<file path="config.mk">
export PLATFORM = sky130hd
export DESIGN_NAME = riscv_alu
export DESIGN_NICKNAME = d
export VERILOG_FILES = /design/src/rtl/riscv_alu.sv
export SDC_FILE = /design/constraint.sdc
export NUM_CORES = 1
export LEC_CHECK = 0
export CAP_MARGIN = 20
export CORE_MARGIN = 5
export CORE_UTILIZATION = 45
export CTS_BUF_LIST = sky130_fd_sc_hd__clkbuf_8
export CTS_CLUSTER_DIAMETER = 200
export CTS_CLUSTER_SIZE = 20
export DETAILED_ROUTE_END_ITERATION = 8
export PLACE_DENSITY = 0.68
export SYNTH_ARGS = -nofsm -noshare
export SYNTH_HDL_FRONTEND = slang
export SYNTH_SLANG_ARGS = --single-unit
</file>
<file path="constraint.sdc">
create_clock -name clk -period 17.2 [get_ports clk]
set_clock_uncertainty 0.15 [all_clocks]
set_input_delay 4.3 -clock clk [delete_from_list [all_inputs] [get_ports clk]]
set_output_delay 4.3 -clock clk [all_outputs]
set_load 0.03 [all_outputs]
</file>
<file path="src/rtl/riscv_alu.sv">
// RV32I integer ALU: combinational result/zero plus a one-cycle registered copy with valid.
// Optional signed-overflow output enabled by defining RISCV_ALU_OVERFLOW_EN.

package riscv_definitions;
  typedef enum logic [3:0] {
    ALU_ADD  = 4'd0,
    ALU_SUB  = 4'd1,
    ALU_AND  = 4'd2,
    ALU_OR   = 4'd3,
    ALU_XOR  = 4'd4,
    ALU_SLT  = 4'd5,
    ALU_SLTU = 4'd6,
    ALU_SLL  = 4'd7,
    ALU_SRL  = 4'd8,
    ALU_SRA  = 4'd9
  } alu_ops_t;
endpackage

module riscv_alu
  import riscv_definitions::*;
(
  input  logic        clk,
  input  logic        rst_n,
  input  logic [31:0] operand_a,
  input  logic [31:0] operand_b,
  input  logic [3:0]  alu_op,
  input  logic        in_valid,
  output logic [31:0] result,
  output logic        zero,
  output logic [31:0] result_q,
  output logic        zero_q,
  output logic        valid_q
`ifdef RISCV_ALU_OVERFLOW_EN
  ,
  output logic        overflow
`endif
);

  logic [4:0] shamt;

  assign shamt = operand_b[4:0];

  always_comb begin
    result = '0;
    case (alu_op)
      ALU_ADD:  result = operand_a + operand_b;
      ALU_SUB:  result = operand_a - operand_b;
      ALU_AND:  result = operand_a & operand_b;
      ALU_OR:   result = operand_a | operand_b;
      ALU_XOR:  result = operand_a ^ operand_b;
      ALU_SLT:  result = {31'b0, $signed(operand_a) < $signed(operand_b)};
      ALU_SLTU: result = {31'b0, operand_a < operand_b};
      ALU_SLL:  result = operand_a << shamt;
      ALU_SRL:  result = operand_a >> shamt;
      ALU_SRA:  result = $unsigned($signed(operand_a) >>> shamt);
      default:  result = '0;
    endcase
  end

  assign zero = (result == 32'd0);

`ifdef RISCV_ALU_OVERFLOW_EN
  // Signed overflow from operand and result sign bits; carry is never exposed.
  always_comb begin
    overflow = 1'b0;
    case (alu_op)
      ALU_ADD: overflow = (operand_a[31] == operand_b[31]) && (result[31] != operand_a[31]);
      ALU_SUB: overflow = (operand_a[31] != operand_b[31]) && (result[31] != operand_a[31]);
      default: overflow = 1'b0;
    endcase
  end
`endif

  always_ff @(posedge clk or negedge rst_n) begin
    if (!rst_n) begin
      result_q <= '0;
      zero_q   <= 1'b1;
      valid_q  <= 1'b0;
    end else begin
      valid_q <= in_valid;
      if (in_valid) begin
        result_q <= result;
        zero_q   <= zero;
      end
    end
  end

endmodule

</file>
==> results_dict.tcl <==
set metrics [dict create \
    grt_max_degree 73 \
    cts.sinks 34 \
    syn_nets 1766 \
    ys_seq_area_share_pct 7.58 \
    fin_nets 1826 \
    cts_tree "done" \
    antenna_left 0 \
    period_needed_ps 14000 \
    drc_errors 0 \
    grt_pass1_vias 12700 \
    ioPinCount 138 \
    drt-pass1-iter-count 6 \
    die_w_um 168 \
    rsz0062_at_grt "false" \
    dr_total_vias 14000 \
    post-dp-hpwl_mm 45.6 \
    grtUsageTotal_pct 39.3 \
    initial_utilization_pct 46.0 \
    path_max_fanout 69 \
    fp.dieH_um 168 \
    nFillCells 2460 \
    cp_data_arrival_time_ps 9550 \
    final_layout_size_suffix_gt1_share_pct 9.23 \
    cts-resized-gates 0 \
    grtUsageMet2_pct 58.5 \
    ir_drop_mv 0.0466 \
    synth_ff_type "dfrtp_1" \
    syn_inst 1596 \
    grt_overflow 0 \
    cpPeakStageDelay_ps 740 \
    core_um2 24500 \
    antenna_found_initial 0 \
    setup_viol 0 \
    yosys.cell_types.count 99 \
    critPathKind "input pin to primary output" \
    cellLeakagePower_nw 5.32 \
    power_density_nw_per_um2 50.9 \
    crit_required_ps 12750 \
    cts_made_buffers 5 \
    ys_warn_count 0 \
    fmax_mhz 71.4 \
    path_clk_slew_ps 80 \
    syn_area_um2 11200 \
    cp_cell_sequence "buf_4 > ha_1 > inv_1 > fa_1 > nor2b_1 > o311a_1 > o311a_1 > o211a_1 > or3_1 > nor3_1 > nand4_1 > nor2_1 > nand4b_1 > nor4b_2 > and3_1 > clkdlybuf4s50_1" \
    min_path_type "flop to flop" \
    instances_no_fill 1981 \
    relSlewSlack_pct 18.7 \
    htreeDepth 2 \
    use_met3_pct 9.71 \
    holdBufCountCts 0 \
    cts_setup_buffers 0 \
    avgSynthCellArea_um2 7.04 \
    place_congestion 1.07 \
    clk_latency_ps 300 \
    finalCritPeriodShare_pct 81.4 \
    routed_wl_mm 58.3 \
    areaGrowthSynthToFinish_pct 14.0 \
    crit_path_frequent_cell "o311a_1" \
    fin_tns_setup_ps 0 \
    cap_violations 0 \
    cp-end-kind "primary output" \
    grt-busiest-layer "met2" \
    p_total_w 0.000652 \
    synth-seq-cells 34 \
    first_iter_violations 2029 \
    design.die.area_um2 28200 \
    async_flop_share_pct 100 \
    dp_cells 1972 \
    n_antenna_cell 0 \
    worst_slack_ps 3200 \
    avgViaCountPerCell 7.08 \
    port_buffers 137 \
    tightest_slew_ps 1220 \
    synth_edf_count 0 \
    cts.path.max_buffers 2 \
    cpMaxStageDelayCell "buf_4" \
    rows 57 \
    cts_root_buffer "clkbuf_8" \
    grt_first_pass_wirelength_mm 86.1 \
    outcome "finished clean" \
    slew_violations 0 \
    routedWlPerCell_um 29.4 \
    dp_worst_setup_slack_ps 3320 \
    use_met1_pct 55.1 \
    hold_violations 0 \
    start_kind "input pin" \
]
[cell type report]
cell class / count / area, µm² / area share (%)
Clock buffer: 6 / 82.6 / 0.644
Clock inverter: 2 / 12.5 / 0.0976
Inverter: 117 / 439 / 3.43
Multi-Input combinational cell: 1322 / 9380 / 73.2
Sequential cell: 34 / 852 / 6.65
Tap cell: 324 / 405 / 3.16
Timing Repair Buffer: 176 / 1650 / 12.8
[cell families after synthesis]
logic type / after synthesis / synth area share (%)
AOI/OAI and AO/OA: 549 / 34.0
xor gates and xnor gates: 22 / 1.71
adders and majority gates: 99 / 11.2
buffers and inverters: 240 / 9.15
DFF: 34 / 7.58
muxes: 125 / 14.2
and+or+nand+nor: 527 / 22.3
[worst paths after layout]
kind	startpoint	endpoint	slack, ps	depth (start not counted)
worst min register to register	result_q[1]$_DFFE_PN0P_	result_q[1]$_DFFE_PN0P_	360	2
min in group asynchronous	rst_n	valid_q$_DFF_PN0_	4260	2
worst max register to register	result_q[24]$_DFFE_PN0P_	result_q[24]$_DFFE_PN0P_	16300	1
worst min-delay path	result_q[1]$_DFFE_PN0P_	result_q[1]$_DFFE_PN0P_	360	2
worst max-delay path	operand_b[0]	zero	3200	16
max in group asynchronous	rst_n	zero_q$_DFFE_PN1P_	12300	2
[worst max-delay path: cells and delay by family]
family | cells | cell delay, ps
adders and majority gates | 2 | 700
buffers and inverters | 3 | 1460
and+or+nand+nor | 8 | 2050
AOI/OAI and AO/OA | 3 | 1010
[layout by cell type, fill, tap and decap left out, types with 21 or more instances in the layout]
master,count
nand2_1,127
o211ai_1,29
dfrtp_1,33
o22ai_1,29
nor3_1,45
o21ai_0,92
a21oi_1,129
inv_1,112
buf_4,38
mux2i_1,70
nor2_1,197
xnor2_1,21
clkdlybuf4s50_1,133
ha_1,97
mux4_2,23
nand3_1,24
a211oi_1,22
mux2_2,26
a22oi_1,24
[registers in the layout (all words and copies together) (netlist names)]
signal,flops
result_q,32
valid_q,1
zero_q,1
[where the power goes]
part,internal [W],switching (W)
logic,0.000171,0.000318
clock network,0.0000322,0.0000339
registers,0.0000910,0.00000616
total,0.000295,0.000358
[per-layer routing]
layer	wire [µm]	part of all wire (%)	vias to the layer above
li1	-	-	6095
met1	23400	40	6627
met2	24500	42	1122
met3	7550	13	172
met4	2910	5.0	0
met5	0	0	-
[metrics by stage]
step	util, %	hold WS [ps]	instance area (µm²)
CTS	52.4	365	12800
floorplan	-	468	11200
global route	52.4	389	12800
global placement	52.0	338	12700
finish	52.4	360	12800
detailed placement	52.0	345	12700
[synth_stat cells (13+ instances only)]
cell type  instances  area share, %
xnor2_1           21            1.6
dfrtp_1           33            7.3
mux4_2            23            4.6
a211oi_1          22            1.5
nand2b_1          17           0.95
nor2b_1           18            1.0
ha_1              97             11
nor4_1            17           0.95
mux2_2            26            2.6
or3_1             13           0.72
a211o_1           16            1.2
a31oi_1           18            1.0
a21o_1            16            1.1
a221oi_1          19            1.5
nor2_1           197            6.6
a21oi_1          129            5.7
nand3_1           24            1.1
nor3_1            48            2.1
a22oi_1           24            1.6
o211ai_1          29            1.9
inv_1            112            3.7
mux2i_1           70            6.2
o221ai_1          17            1.3
clkbuf_1          71            2.4
o21ai_0           92            4.1
nand2_1          127            4.2
buf_2             31            1.4
o22ai_1           29            1.6
No activity file was read; power rests on OpenSTA's default activity.
